File: src/rtl/sample_sequencer_if.sv
// Bundles the codec-side, FIR-engine-side and status signals of the sample sequencer.
// master is the sequencer itself; slave is the codec/FIR/register side.
interface sample_sequencer_if #(
  parameter int DataWidth  = 12,
  parameter int CountWidth = 8
);
  logic                  enable;
  logic                  bypass;
  logic                  clearStatus;
  logic [DataWidth-1:0]  adcData;
  logic                  adcDataValid;
  logic [DataWidth-1:0]  firSample;
  logic                  firStart;
  logic [DataWidth-1:0]  firResult;
  logic                  firDone;
  logic [DataWidth-1:0]  dacData;
  logic                  dacDataValid;
  logic                  busy;
  logic [CountWidth-1:0] overrunCount;
  logic                  timeoutFlag;

  modport master (
    input  enable, bypass, clearStatus, adcData, adcDataValid, firResult, firDone,
    output firSample, firStart, dacData, dacDataValid, busy, overrunCount, timeoutFlag
  );

  modport slave (
    output enable, bypass, clearStatus, adcData, adcDataValid, firResult, firDone,
    input  firSample, firStart, dacData, dacDataValid, busy, overrunCount, timeoutFlag
  );
endinterface

File: src/rtl/sample_sequencer.sv
// Forwards each new ADC sample to the DAC, directly or through one FIR pass, with a
// completion timeout and a saturating count of samples dropped while busy.
//
// state  | meaning
// IDLE   | waiting for a new ADC sample
// START  | firStart pulse, timer cleared
// WAIT   | waiting for firDone or timeout
// OUTPUT | dacDataValid pulse
module sample_sequencer #(
  parameter int DataWidth     = 12,
  parameter int TimeoutCycles = 200,
  parameter int CountWidth    = 8
) (
  input logic                clk,
  input logic                resetN,
  sample_sequencer_if.master bus
);
  localparam int TimerWidth = (TimeoutCycles > 1) ? $clog2(TimeoutCycles) : 1;
  localparam logic [TimerWidth-1:0] TimerLast = TimerWidth'(TimeoutCycles - 1);

  typedef enum logic [1:0] {IDLE, START, WAIT, OUTPUT} state_e;

  state_e                state_q;
  logic                  adc_valid_q;
  logic [TimerWidth-1:0] timer_q;
  logic [DataWidth-1:0]  fir_sample_q;
  logic [DataWidth-1:0]  dac_data_q;
  logic                  fir_start_q;
  logic                  dac_valid_q;
  logic                  busy_q;
  logic                  timeout_flag_q, timeout_flag_d;
  logic [CountWidth-1:0] overrun_q, overrun_d;
  logic                  new_sample;
  logic                  overrun_hit;
  logic                  timeout_hit;

  assign new_sample  = bus.adcDataValid && !adc_valid_q;
  assign overrun_hit = new_sample && (state_q != IDLE);
  assign timeout_hit = (state_q == WAIT) && !bus.firDone && (timer_q == TimerLast);

  // Clear is applied first so a coinciding overrun or timeout still registers.
  always_comb begin
    overrun_d      = overrun_q;
    timeout_flag_d = timeout_flag_q;
    if (bus.clearStatus) begin
      overrun_d      = '0;
      timeout_flag_d = 1'b0;
    end
    if (overrun_hit && !(&overrun_d)) overrun_d = overrun_d + CountWidth'(1);
    if (timeout_hit) timeout_flag_d = 1'b1;
  end

  always_ff @(posedge clk or negedge resetN) begin
    if (!resetN) begin
      state_q        <= IDLE;
      adc_valid_q    <= 1'b0;
      timer_q        <= '0;
      fir_sample_q   <= '0;
      dac_data_q     <= '0;
      fir_start_q    <= 1'b0;
      dac_valid_q    <= 1'b0;
      busy_q         <= 1'b0;
      timeout_flag_q <= 1'b0;
      overrun_q      <= '0;
    end else begin
      adc_valid_q    <= bus.adcDataValid;
      overrun_q      <= overrun_d;
      timeout_flag_q <= timeout_flag_d;
      fir_start_q    <= 1'b0;
      dac_valid_q    <= 1'b0;
      case (state_q)
        IDLE: begin
          if (new_sample && bus.enable) begin
            fir_sample_q <= bus.adcData;
            busy_q       <= 1'b1;
            if (bus.bypass) begin
              dac_data_q  <= bus.adcData;
              dac_valid_q <= 1'b1;
              state_q     <= OUTPUT;
            end else begin
              fir_start_q <= 1'b1;
              state_q     <= START;
            end
          end
        end
        START: begin
          timer_q <= '0;
          state_q <= WAIT;
        end
        WAIT: begin
          if (bus.firDone) begin
            dac_data_q  <= bus.firResult;
            dac_valid_q <= 1'b1;
            state_q     <= OUTPUT;
          end else if (timer_q == TimerLast) begin
            dac_data_q  <= '0;
            dac_valid_q <= 1'b1;
            state_q     <= OUTPUT;
          end else begin
            timer_q <= timer_q + TimerWidth'(1);
          end
        end
        OUTPUT: begin
          busy_q  <= 1'b0;
          state_q <= IDLE;
        end
        default: state_q <= IDLE;
      endcase
    end
  end

  assign bus.firSample    = fir_sample_q;
  assign bus.firStart     = fir_start_q;
  assign bus.dacData      = dac_data_q;
  assign bus.dacDataValid = dac_valid_q;
  assign bus.busy         = busy_q;
  assign bus.overrunCount = overrun_q;
  assign bus.timeoutFlag  = timeout_flag_q;
endmodule
File: src/flat_wrapper.sv
// flat-port wrapper written by rule: the top's interface ports become plain ports
module sample_sequencer_flat 
#(
  parameter int DataWidth     = 12,
  parameter int TimeoutCycles = 200,
  parameter int CountWidth    = 8
)
  (clk, resetN, bus_enable, bus_bypass, bus_clearStatus, bus_adcData, bus_adcDataValid, bus_firResult, bus_firDone, bus_firSample, bus_firStart, bus_dacData, bus_dacDataValid, bus_busy, bus_overrunCount, bus_timeoutFlag);
  sample_sequencer_if #(.DataWidth(DataWidth), .CountWidth(CountWidth)) bus_i ();
  input logic clk;
  input logic resetN;
  input wire logic [$bits(bus_i.enable)-1:0] bus_enable;
  input wire logic [$bits(bus_i.bypass)-1:0] bus_bypass;
  input wire logic [$bits(bus_i.clearStatus)-1:0] bus_clearStatus;
  input wire logic [$bits(bus_i.adcData)-1:0] bus_adcData;
  input wire logic [$bits(bus_i.adcDataValid)-1:0] bus_adcDataValid;
  input wire logic [$bits(bus_i.firResult)-1:0] bus_firResult;
  input wire logic [$bits(bus_i.firDone)-1:0] bus_firDone;
  output wire logic [$bits(bus_i.firSample)-1:0] bus_firSample;
  output wire logic [$bits(bus_i.firStart)-1:0] bus_firStart;
  output wire logic [$bits(bus_i.dacData)-1:0] bus_dacData;
  output wire logic [$bits(bus_i.dacDataValid)-1:0] bus_dacDataValid;
  output wire logic [$bits(bus_i.busy)-1:0] bus_busy;
  output wire logic [$bits(bus_i.overrunCount)-1:0] bus_overrunCount;
  output wire logic [$bits(bus_i.timeoutFlag)-1:0] bus_timeoutFlag;
  assign bus_i.enable = bus_enable;
  assign bus_i.bypass = bus_bypass;
  assign bus_i.clearStatus = bus_clearStatus;
  assign bus_i.adcData = bus_adcData;
  assign bus_i.adcDataValid = bus_adcDataValid;
  assign bus_i.firResult = bus_firResult;
  assign bus_i.firDone = bus_firDone;
  assign bus_firSample = bus_i.firSample;
  assign bus_firStart = bus_i.firStart;
  assign bus_dacData = bus_i.dacData;
  assign bus_dacDataValid = bus_i.dacDataValid;
  assign bus_busy = bus_i.busy;
  assign bus_overrunCount = bus_i.overrunCount;
  assign bus_timeoutFlag = bus_i.timeoutFlag;
  sample_sequencer #(.DataWidth(DataWidth), .TimeoutCycles(TimeoutCycles), .CountWidth(CountWidth)) u_core (.clk(clk), .resetN(resetN), .bus(bus_i));
endmodule
File: config.mk
export PLATFORM = sky130hd
export DESIGN_NAME = sample_sequencer_flat
export DESIGN_NICKNAME = d
export VERILOG_FILES = /design/src/rtl/sample_sequencer_if.sv /design/src/rtl/sample_sequencer.sv /design/src/flat_wrapper.sv
export SDC_FILE = /design/constraint.sdc
export NUM_CORES = 1
export LEC_CHECK = 0
export BUFFER_PORTS_ARGS = -buffer_cell sky130_fd_sc_hd__buf_2
export CELL_PAD_IN_SITES_DETAIL_PLACEMENT = 2
export CELL_PAD_IN_SITES_GLOBAL_PLACEMENT = 2
export CORE_AREA = 2 2 91 93
export DETAILED_ROUTE_END_ITERATION = 10
export DIE_AREA = 0 0 93 95
export PLACE_DENSITY = 0.84
export SYNTH_ARGS = -nofsm -noshare
export SYNTH_HDL_FRONTEND = slang
export SYNTH_SLANG_ARGS = --single-unit
File: constraint.sdc
create_clock -name clk -period 6.2 [get_ports clk]
set_clock_uncertainty 0.2 [all_clocks]
set_input_delay 1.24 -clock clk [delete_from_list [all_inputs] [get_ports clk]]
set_output_delay 1.24 -clock clk [all_outputs]
set_load 0.005 [all_outputs]
-- After elaboration in Yosys (flattened, before gate mapping)
Cells that the tools add are included.
- flip-flop bits (word level): 47
- input port bits: 31
- output and inout bits: 36
- logic and storage cells: 69
- add/sub/neg operators: 2
- equality and inequality tests: 9
- mux-type cells: 27
- reduce and logical (&&, ||, !) cells: 21
- operators with widths (kind ; count):
    2-to-1 mux 12 bit ; 4
    2-to-1 mux 8 bit ; 4
    one-hot mux 12 bit (2 select lines) ; 1
    adder 8 x 1 -> 8 bit, second input constant ; 2
    one-hot mux 8 bit (2 select lines) ; 1
    2-to-1 mux 1 bit ; 10
    nonzero test 2 bit ; 5
    == test 8 bit, second input constant ; 1
    2-to-1 mux 2 bit ; 4
    one-hot mux 2 bit (4 select lines) ; 1
    AND reduction 8 bit ; 1
    logical AND 1 bit ; 6
    inequality test 2 bit, second input constant ; 3
    AND reduction 2 bit ; 3
    == test 2 bit, second input constant ; 2
    one-hot mux 1 bit (2 select lines) ; 2
    AND reduction 4 bit ; 1
    zero test 1 bit ; 3
    inequality test 3 bit, second input constant ; 1
    AND reduction 3 bit ; 1
    == test 2 x 1 -> 1 bit, second input constant ; 1
    zero test 2 bit ; 1
    inequality test 2 x 1 -> 1 bit, second input constant ; 1

-- Longest topological paths before layout
Gate-level depths: netlist of run 1.
- word-level depth: 5
- gate-level depth with buffers: 8
- mapped depth without buffers: 6

-- Least setup slack after synthesis of run 1
Ideal clock, no wire load.
- path kind: input to register
- from: input port bus_clearStatus
- to: register u_core.overrun_q[5] (netlist: u_core.bus.overrunCount[5])
- library setup time: 0.083 ns
- data arrival time: 2.507 ns
- data required time: 5.917 ns
- path slack: 3.410 ns
- stages on the path: 7
- path buffers: 1
- cells stage by stage: clkbuf_1 -> nor2b_1 -> ha_1 -> nand3b_1 -> o211ai_1 -> or4_1 -> o21ai_0
- cells in the longest elaborated chain, start to end: 5
- elaborated cells between the ends (all ways): 6
- classes of those cells: add/sub (1); mux (2); reduce/logical (3)
- ends and longest elaborated chain (element ; line ; RTL):
    start: declaration ; flat_wrapper.sv:14 ; input wire logic [$bits(bus_i.clearStatus)-1:0] bus_clearStatus;
    2-to-1 mux 8 bit (*) ; sample_sequencer.sv:45 ; if (bus.clearStatus) begin
    branches (longest 3 deep; another with adder 8 x 1 -> 8 bit) ; - ;
    2-to-1 mux 8 bit (*) ; sample_sequencer.sv:49 ; if (overrun_hit && !(&overrun_d)) overrun_d = overrun_d + CountWidth'(1);
    net u_core.overrun_d[5] ; sample_sequencer.sv:32 ; logic [CountWidth-1:0] overrun_q, overrun_d;
    end signal: assignment ; sample_sequencer.sv:67 ; overrun_q <= overrun_d;
    end: declaration ; sample_sequencer.sv:32 ;
Mark *: on every way through the listed nets, which the timed path passes.
A chain may end at the register's enable or synchronous reset.

-- Final worst setup path of run 1
- from: input port bus_adcDataValid
- to: register u_core.dac_data_q[11] (netlist: u_core.bus.dacData[11])
- cells in the longest elaborated chain, start to end: 4
- ends and longest elaborated chain (element ; line ; RTL):
    start: declaration ; flat_wrapper.sv:16 ; input wire logic [$bits(bus_i.adcDataValid)-1:0] bus_adcDataValid;
    logical AND 1 bit ; sample_sequencer.sv:37 ; assign new_sample = bus.adcDataValid && !adc_valid_q;
    logical AND 1 bit ; sample_sequencer.sv:73 ; if (new_sample && bus.enable) begin
    inequality test 2 x 1 -> 1 bit (no source line) ; - ;
    AND reduction 4 bit (no source line) ; - ;
    end signal: assignment ; sample_sequencer.sv:77 ; dac_data_q <= bus.adcData;
    end signal: assignment ; sample_sequencer.sv:92 ; dac_data_q <= bus.firResult;
    end: declaration ; sample_sequencer.sv:27 ; logic [DataWidth-1:0] dac_data_q;
No other way between the ends.

==> impl_metrics.tcl, run 1 <==
set metrics [dict create \
    synthTopCellsByArea "dfrtp_1 51%, o21ai_0 6.9%, mux2_4 6.5%" \
    vias_per_cell 4.82 \
    worstReg2RegStart "u_core.state_q[0]$_DFFE_PN0P_" \
    totalWireLength_mm 6.53 \
    root_buffer "clkbuf_8" \
    fin_tns_setup_ps 0 \
    post_cts_buffers 0 \
    startpoint_type "input port" \
    post-route-period-util 0.593 \
    synth_edf_count 0 \
    num_antenna_cells 0 \
    wl_per_cell_um 16.5 \
    rrSetupSlack_ps 2660 \
    ys_types 42 \
    clkLatencyLatePin_ps 300 \
    power.leakage_nw 1.44 \
    synth_top_family_by_area "simple AND/OR/NAND/NOR gates" \
    cts.clk_slew.worst_paths_ps 90 \
    holdBufCountCts 0 \
    hold_class "reg2reg" \
    synth_seq_area_share 0.507 \
    ios 67 \
    syn-num-nets 262 \
    start_util 0.292 \
    peakVddDrop_mv 0.126 \
    first_global_vias 2086 \
    path_depth 5 \
    synth_ff_type "dfrtp_1" \
    layout_common_cells "66 x buf_2, 47 x dfrtp_1, 35 x nand2_1" \
    crit_arrival_ps 3660 \
    die_h_um 95 \
    cp-end-kind "flip-flop" \
    endpoint "u_core.bus.dacData[11]$_DFFE_PN0P_" \
    setup_violations 0 \
    grt_pass1_wl_mm 10.6 \
    final_cells 396 \
    antenna_found_initial 0 \
    cp_max_fo 26 \
    area_growth_pct 22.5 \
    utilization 0.358 \
    synth-seq-cells 47 \
    worst_r2r_path_depth 6 \
    r2r-end "u_core.bus.dacData[11]$_DFFE_PN0P_" \
    synth_warnings 0 \
    clockBufferDepth 2 \
    cts_tree "yes" \
    crit_type "in2reg" \
    async_reset_ff_frac 1.00 \
    core_area_mm2 0.00793 \
    grt_start_max_net_pins 48 \
    htree_num_levels 2 \
    post_cts_resized 0 \
    cp_num_buf_inv 1 \
    yosysTopAreaCellShare 0.507 \
    layout-drive-gt1-share 0.306 \
    postPlaceCellArea_mm2 0.00274 \
    dp_hpwl_mm 4.79 \
    num_rows 33 \
    gp_congestion 0.709 \
    die_area_mm2 0.00884 \
    dr.pass1.iters 4 \
    outcome "finished clean" \
    maxSlewHeadroom 0.293 \
    synth_area_mm2 0.00232 \
    drc 0 \
    synthCells 225 \
    yosysTopAreaCell "dfrtp_1" \
    muxShareOfSynthArea 0.0923 \
    synthAdderAreaFrac 0.0324 \
    overflow 0 \
    place.port_buffers 66 \
    placed_cells 389 \
    synth-simple-area-share 0.162 \
    layout.nets 328 \
    fmax_mhz 272 \
    cts_sinks 47 \
    crit_path_cell_trace "buf_2, nand4b_1, or2_1, a21boi_4, mux2_2" \
    slowest_stage "nand4b_1" \
    drt_iter0_markers 73 \
    final_common_cell "buf_2" \
    n_fill_cell 909 \
    cts_buffers 5 \
    maxCapViolations 0 \
    worst_pin_slew_ps 1060 \
    synth_compound_area_frac 0.136 \
    powerDensity_mw_per_mm2 401 \
    min_period_ps 3680 \
    syn_avg_cell_area_um2 10.3 \
    critical_path_required_ps 6180 \
    ant_nets 0 \
    synth_xor_area_frac 0.0189 \
    rsz0062_at_grt "false" \
    die_x_um 93 \
    dr_total_vias 1907 \
    finish.instance_area_mm2 0.00284 \
    cp_top_family "simple AND/OR/NAND/NOR gates" \
    track_usage 0.155 \
    cpPeakStageDelay_ps 760 \
    hold_violations 0 \
    cp-startpoint "bus_adcDataValid" \
    finalMaxSlewViolations 0 \
]
[cell usage after synthesis, types with 2 or more instances]
cell      instances
o21ai_0          32
xor2_1            3
a31oi_1           2
nand2_1          35
mux2i_1           3
nor2b_1           4
nand3b_1          2
nor2_1            5
and2_1            2
nand4_1           3
clkbuf_1          6
ha_1              6
xnor2_1           2
mux2_4           10
dfrtp_1          47
nand2b_1          5
o211ai_1          3
nand3_1           5
a21oi_1           2
and3_1            3
nand4b_1          2
mux2_2            3
inv_1            20
a22o_1            2
[worst register-to-register path, delay by kind of cell (launching register included)]
family | cells | cell delay, ps
AO/OA/AOI/OAI | 1 | 540
flip-flops | 1 | 430
AND/OR/NAND/NOR | 2 | 1420
buffers and inverters | 1 | 100
adder cells (fa/ha/maj) | 1 | 310
multiplexers | 1 | 400
[kinds of logic (layout without fill, tap and decap cells)]
| kind of cell | Yosys count | in the layout |
|---|---|---|
| buffers and inverters | 27 | 93 |
| muxes | 16 | 16 |
| adders and majority gates | 6 | 6 |
| DFF | 47 | 47 |
| AOI/OAI and AO/OA | 50 | 50 |
| and+or+nand+nor | 74 | 74 |
| xor gates and xnor gates | 5 | 5 |
[where the power goes]
| part | internal (W) | switching, W | leakage, nW |
|---|---|---|---|
| Combinational | 0.000218 | 0.000222 | 0.781 |
| Sequential | 0.000409 | 0.0000685 | 0.606 |
| Clock | 0.000118 | 0.000103 | 0.0513 |
| Total | 0.000745 | 0.000394 | 1.44 |
[layout make-up]
type,count,area (um2),share of cell area
clock buffers,6,72.6,0.0256
clock inverters,1,30.0,0.0106
inverters,20,75.1,0.0264
multi-input cells,151,1020,0.361
flip-flops and latches,47,1180,0.414
well taps,105,131,0.0463
repair buffers,66,330,0.116
[sequential cells by signal (all words and copies together), names as in the netlist]
name	flops
u_core.adc_valid_q	1
u_core.timer_q	8
u_core.bus.dacDataValid	1
u_core.bus.firStart	1
u_core.bus.firSample	12
u_core.state_q	2
u_core.bus.dacData	12
u_core.bus.timeoutFlag	1
u_core.bus.busy	1
u_core.bus.overrunCount	8
[metrics by stage]
stage	hold slack, ps	setup slack [ps]	power [W]
floorplan	249	3410	0.000749
global placement	260	2380	0.000893
detailed placement	278	2240	0.000923
CTS	296	2510	0.00116
global route	329	2330	0.00123
finish	295	2520	0.00114
[how the worst min path moves through the flow]
stage / startpoint / to / slack [ps] / cells after the start
final: u_core.bus.firSample[2]$_DFFE_PN0P_ / u_core.bus.firSample[2]$_DFFE_PN0P_ / 300 / 2
after global routing: u_core.timer_q[7]$_DFFE_PN0P_ / u_core.timer_q[7]$_DFFE_PN0P_ / 330 / 1
after CTS: u_core.timer_q[7]$_DFFE_PN0P_ / u_core.timer_q[7]$_DFFE_PN0P_ / 300 / 1
after detailed placement: u_core.bus.firSample[2]$_DFFE_PN0P_ / u_core.bus.firSample[2]$_DFFE_PN0P_ / 280 / 2
after global placement: u_core.bus.firSample[0]$_DFFE_PN0P_ / u_core.bus.firSample[0]$_DFFE_PN0P_ / 260 / 2
after floorplan: u_core.timer_q[7]$_DFFE_PN0P_ / u_core.timer_q[7]$_DFFE_PN0P_ / 250 / 1
[layer usage]
| metal | global-route usage | part of all wire | up-vias |
|---|---|---|---|
| li1 | - | - | 901 |
| met5 | 0 | 0 | - |
| met1 | 0.196 | 0.44 | 975 |
| met4 | 0.0404 | 0.0084 | 0 |
| met2 | 0.278 | 0.53 | 26 |
| met3 | 0.0215 | 0.021 | 5 |
Power figures use the tool's default switching activity.
==> run 2: changes to the inputs <==
--- a/config.mk
+++ b/config.mk
@@ -8,10 +8,10 @@
 export BUFFER_PORTS_ARGS = -buffer_cell sky130_fd_sc_hd__buf_2
 export CELL_PAD_IN_SITES_DETAIL_PLACEMENT = 2
 export CELL_PAD_IN_SITES_GLOBAL_PLACEMENT = 2
-export CORE_AREA = 2 2 91 93
+export CORE_AREA = 2 2 94 96
 export DETAILED_ROUTE_END_ITERATION = 10
-export DIE_AREA = 0 0 93 95
-export PLACE_DENSITY = 0.84
+export DIE_AREA = 0 0 96 98
+export PLACE_DENSITY = 0.83
 export SYNTH_ARGS = -nofsm -noshare
 export SYNTH_HDL_FRONTEND = slang
 export SYNTH_SLANG_ARGS = --single-unit
==> constraint.sdc (replaced) <==
create_clock -name clk -period 3.1 [get_ports clk]
set_clock_uncertainty 0.2 [all_clocks]
set_input_delay 0.62 -clock clk [delete_from_list [all_inputs] [get_ports clk]]
set_output_delay 0.62 -clock clk [all_outputs]
set_load 0.005 [all_outputs]
==> run 2 against run 1 <==
Die area up 6.5%. Sequential share of layout area down 0.43 points. Clock-buffer cell count stayed put. Non-clock buffer count is 4 higher. Power increased by 98%. Flip-flop and latch count did not move. Hold slack worse by 290 ps. Largest power group unchanged.
==> impl_metrics.tcl, run 2 (same netlist as run 1, synthesis figures left out) <==
set metrics [dict create \
    cts_tree "yes" \
    die_h_um 98 \
    post_cts_resized 0 \
    dr.pass1.iters 4 \
    cts_sinks 47 \
    worst_r2r_path_depth 6 \
    worst_pin_slew_ps 628 \
    core_area_mm2 0.00847 \
    crit_type "reg2reg" \
    grt_pass1_wl_mm 11.4 \
    cts_buffers 5 \
    antenna_found_initial 0 \
    die_area_mm2 0.00941 \
    powerDensity_mw_per_mm2 784 \
    root_buffer "clkbuf_8" \
    hold_class "in2async" \
    cts.clk_slew.worst_paths_ps 100 \
    layout.nets 332 \
    ios 67 \
    r2r-end "u_core.bus.dacData[11]$_DFFE_PN0P_" \
    fmax_mhz 392 \
    rrSetupSlack_ps 550 \
    grt_start_max_net_pins 26 \
    vias_per_cell 4.71 \
    finalMaxSlewViolations 0 \
    totalWireLength_mm 6.72 \
    gp_congestion 0.738 \
    die_x_um 96 \
    holdBufCountCts 0 \
    fin_tns_setup_ps 0 \
    hold_violations 0 \
    critical_path_required_ps 3080 \
    drc 0 \
    htree_num_levels 2 \
    wl_per_cell_um 16.6 \
    seqCellArea_mm2 0.00118 \
    maxCapViolations 0 \
    crit_arrival_ps 2540 \
    worstReg2RegStart "u_core.state_q[1]$_DFFE_PN0P_" \
    min_period_ps 2550 \
    outcome "finished clean" \
    ant_nets 0 \
    n_fill_cell 965 \
    clockBufferDepth 2 \
    cp-end-kind "flip-flop" \
    track_usage 0.155 \
    setup_violations 0 \
    layout_common_cells "66 x buf_2, 47 x dfrtp_1, 35 x nand2_1" \
    clkLatencyLatePin_ps 310 \
    start_util 0.274 \
    num_rows 34 \
    dp_hpwl_mm 5.24 \
    layout-drive-gt1-share 0.321 \
    drt_iter0_markers 51 \
    overflow 0 \
    first_global_vias 2225 \
    peakVddDrop_mv 0.208 \
    startpoint_type "flip-flop" \
    utilization 0.339 \
    post_cts_buffers 0 \
    power.leakage_nw 1.45 \
    final_common_cell "buf_2" \
    multi_input_area_mm2 0.00102 \
    cp_max_fo 12 \
    post-route-period-util 0.823 \
    cp-startpoint "u_core.state_q[1]$_DFFE_PN0P_" \
    dr_total_vias 1904 \
    rsz0062_at_grt "false" \
    area_growth_pct 23.8 \
    maxSlewHeadroom 0.580 \
    num_antenna_cells 0 \
    place.port_buffers 66 \
]
[run 2: cell types whose count changed in the layout (fill, tap and decap cells not counted), sizes merged]
cell / change
buf: +4
bufinv: -1
clkinv: +1
clkinvlp: +1
[run 2: report_power, final]
part / switching (W) / internal, W
combinational: 0.000452 / 0.000445
sequential: 0.000130 / 0.000817
clock: 0.000224 / 0.000182
[run 2: area by class of cell]
type,count,share of cell area
clock buffers,6,0.0288
clock inverters,2,0.00567
inverters,20,0.0262
multi-input cells,151,0.357
flip-flops and latches,47,0.410
well taps,108,0.0471
repair buffers,70,0.126
[run 2: worst max-delay path by stage]
stage / slack [ps] / end / cells after the start
after floorplan: 870 / u_core.bus.dacData[10]$_DFFE_PN0P_ / 7
after global placement: 720 / u_core.bus.dacData[11]$_DFFE_PN0P_ / 6
after detailed placement: 550 / u_core.bus.dacData[11]$_DFFE_PN0P_ / 6
after CTS: 520 / u_core.bus.dacData[11]$_DFFE_PN0P_ / 6
after global routing: 360 / u_core.bus.dacData[11]$_DFFE_PN0P_ / 6
final: 550 / u_core.bus.dacData[11]$_DFFE_PN0P_ / 6
[run 2: metal layers]
metal	up-vias	share of wire	track usage
met5	-	0	0
met2	31	0.54	0.269
met4	0	0.021	0.0473
li1	906	-	-
met3	10	0.026	0.0255
met1	957	0.41	0.194
[run 2: stage by stage]
step / area (um2) / power (W) / std cells / hold slack (ps) / worst slack, ps
final: 2870 / 0.00225 / 404 / 3.02 / 548
after global routing: 2870 / 0.00242 / 404 / 12.8 / 359
after CTS: 2870 / 0.00229 / 404 / 10.6 / 521
after detailed placement: 2770 / 0.00187 / 396 / 272 / 554
after global placement: 2770 / 0.00180 / 396 / 257 / 718
after floorplan: 2320 / 0.00150 / 225 / 124 / 868
[run 2: critical path, stage by stage (launching register included)]
cell      delay (ps)
dfrtp_1          410
inv_1            110
ha_1             300
nand4b_1         150
or2_1            280
a21boi_4         540
mux2_2           420
==> run 3: changes to the inputs <==
--- a/config.mk
+++ b/config.mk
@@ -8,10 +8,10 @@
 export BUFFER_PORTS_ARGS = -buffer_cell sky130_fd_sc_hd__buf_2
 export CELL_PAD_IN_SITES_DETAIL_PLACEMENT = 2
 export CELL_PAD_IN_SITES_GLOBAL_PLACEMENT = 2
-export CORE_AREA = 2 2 94 96
+export CORE_AREA = 2 2 91 93
 export DETAILED_ROUTE_END_ITERATION = 10
-export DIE_AREA = 0 0 96 98
-export PLACE_DENSITY = 0.83
+export DIE_AREA = 0 0 93 95
+export PLACE_DENSITY = 0.84
 export SYNTH_ARGS = -nofsm -noshare
 export SYNTH_HDL_FRONTEND = slang
 export SYNTH_SLANG_ARGS = --single-unit
==> constraint.sdc (replaced) <==
create_clock -name clk -period 2.4 [get_ports clk]
set_clock_uncertainty 0.2 [all_clocks]
set_input_delay 0.48 -clock clk [delete_from_list [all_inputs] [get_ports clk]]
set_output_delay 0.48 -clock clk [all_outputs]
set_load 0.005 [all_outputs]
==> run 3 against run 2 <==
Clock-buffer cell count fell by 1. Via count up 0.32%. Wire length increased by 2.4%. Critical endpoint is now u_core.bus.dacData[0]$_DFFE_PN0P_. Final cell count down 0.74%. Critical path depth is 1 higher. Clock power is 18% higher. Setup slack got worse by 350 ps. Fmax is 16% higher. Register-to-register slack got worse by 350 ps. Non-clock buffer count up 1. Highest routed layer unchanged. Hold slack improved by 59 ps.
==> impl_metrics.tcl, run 3 (same netlist as run 1, synthesis figures left out) <==
set metrics [dict create \
    crit_path_cell_trace "inv_1, ha_2, nand4b_1, or2_1, a21boi_4, buf_12, mux2_2" \
    cts_tree "yes" \
    cp_max_fo 12 \
    htree_num_levels 2 \
    vias_per_cell 4.76 \
    post_cts_buffers 0 \
    utilization 0.362 \
    dr.pass1.iters 4 \
    place.port_buffers 66 \
    num_rows 33 \
    num_antenna_cells 0 \
    core_area_mm2 0.00793 \
    totalWireLength_mm 6.89 \
    power_switching_w 0.00104 \
    pwr-share-seq 0.421 \
    die_h_um 95 \
    fmax_mhz 455 \
    holdBufCountCts 0 \
    post-route-period-util 0.916 \
    hold_class "in2async" \
    layout-drive-gt1-share 0.324 \
    critical_path_required_ps 2410 \
    maxSlewHeadroom 0.585 \
    final_common_cell "buf_2" \
    hold_violations 0 \
    grt_start_max_net_pins 48 \
    maxCapViolations 0 \
    outcome "finished clean" \
    n_fill_cell 919 \
    cp_top_family "simple AND/OR/NAND/NOR gates" \
    ios 67 \
    drc 0 \
    die_x_um 93 \
    dp_hpwl_mm 5.03 \
    grt_pass1_wl_mm 11.3 \
    cp-end-kind "flip-flop" \
    first_global_vias 2156 \
    drt_iter0_markers 53 \
    powerDensity_mw_per_mm2 1010 \
    cts_sinks 47 \
    clkLatencyLatePin_ps 310 \
    p_int_w 0.00187 \
    worst_pin_slew_ps 623 \
    clockBufferDepth 2 \
    cpPeakStageDelay_ps 420 \
    finish.instance_area_mm2 0.00287 \
    root_buffer "clkbuf_8" \
    overflow 0 \
    slowest_stage "dfrtp_1" \
    finalMaxSlewViolations 0 \
    wl_per_cell_um 17.2 \
    cp_num_buf_inv 2 \
    layout.nets 333 \
    crit_type "reg2reg" \
    crit_arrival_ps 2210 \
    rrSetupSlack_ps 200 \
    combinationalPowerShare 0.415 \
    startpoint_type "flip-flop" \
    peakVddDrop_mv 0.315 \
    setup_violations 0 \
    start_util 0.292 \
    switching_share 0.357 \
    gp_congestion 0.745 \
    cts_buffers 5 \
    die_area_mm2 0.00884 \
    fin_tns_setup_ps 0 \
    layout_common_cells "66 x buf_2, 47 x dfrtp_1, 35 x nand2_1" \
    ant_nets 0 \
    power.leakage_nw 1.46 \
    postPlaceCellArea_mm2 0.00279 \
    min_period_ps 2200 \
    clkPwrFrac 0.165 \
    rsz0062_at_grt "false" \
    antenna_found_initial 0 \
    track_usage 0.166 \
    cts.clk_slew.worst_paths_ps 90 \
    dr_total_vias 1910 \
    area_growth_pct 23.9 \
]
[run 3: cell count changes in the layout (fill, tap and decap cells not counted), sizes merged]
cell / delta
clkinvlp: -1
clkbuf: -1
clkinv: +1
buf: +1
[run 3: worst register-to-register path, delay by kind of cell (launching register included)]
| family | cells | cell delay (ps) |
|---|---|---|
| AND/OR/NAND/NOR | 2 | 420 |
| flip-flops | 1 | 420 |
| multiplexers | 1 | 350 |
| buffers and inverters | 2 | 290 |
| adder cells (fa/ha/maj) | 1 | 260 |
| AO/OA/AOI/OAI | 1 | 170 |
[run 3: final timing paths]
kind	startpoint	endpoint	cells past startpoint
max in group asynchronous	resetN	u_core.timer_q[2]$_DFFE_PN0P_	2
setup reg to reg	u_core.state_q[1]$_DFFE_PN0P_	u_core.bus.dacData[0]$_DFFE_PN0P_	7
min in group clk	bus_adcDataValid	u_core.adc_valid_q$_DFF_PN0_	1
hold reg to reg	u_core.bus.firSample[4]$_DFFE_PN0P_	u_core.bus.firSample[4]$_DFFE_PN0P_	2
hold / removal	resetN	u_core.bus.firSample[8]$_DFFE_PN0P_	2
setup / recovery	u_core.state_q[1]$_DFFE_PN0P_	u_core.bus.dacData[0]$_DFFE_PN0P_	7
[run 3: power groups by stage]
stage | Combinational [W] | Sequential, W | Clock, W
2_1_floorplan | 0.000704 | 0.00123 | 0
3_3_place_gp | 0.00113 | 0.00122 | 0
3_5_place_dp | 0.00121 | 0.00123 | 0
4_1_cts | 0.00122 | 0.00123 | 0.000494
5_1_grt | 0.00134 | 0.00126 | 0.000525
6_report | 0.00120 | 0.00122 | 0.000478
[run 3: stage by stage]
stage / worst slack, ps / std cells / hold slack, ps / total power (W)
4_1_cts: 111 / 401 / 83.0 / 0.00294
2_1_floorplan: 168 / 225 / -15.6 / 0.00193
3_5_place_dp: 136 / 394 / 274 / 0.00245
5_1_grt: 31.4 / 401 / 99.7 / 0.00313
3_3_place_gp: 259 / 394 / 258 / 0.00236
6_report: 201 / 401 / 62.4 / 0.00290
[run 3: per-layer routing]
| layer | track usage | vias up | wire [um] |
|---|---|---|---|
| li1 | - | 901 | - |
| met1 | 0.206 | 960 | 2930 |
| met2 | 0.286 | 36 | 3590 |
| met3 | 0.0287 | 13 | 202 |
| met4 | 0.0674 | 0 | 160 |
| met5 | 0 | - | 0 |
[run 3: cell type report]
| class | count | area [um2] | area share |
|---|---|---|---|
| clock buffers | 5 | 68.8 | 0.0240 |
| repair buffers | 71 | 380 | 0.132 |
| inverters | 20 | 75.1 | 0.0261 |
| flip-flops and latches | 47 | 1180 | 0.409 |
| clock inverters | 2 | 13.8 | 0.00479 |
| multi-input cells | 151 | 1030 | 0.358 |
| well taps | 105 | 131 | 0.0457 |
[run 3: repair_timing]
action | 4_1_cts | 5_1_grt
endpoints found under the setup margin | 0 | 3
gates resized for setup | 0 | 1
endpoints found under the hold margin | 0 | 0
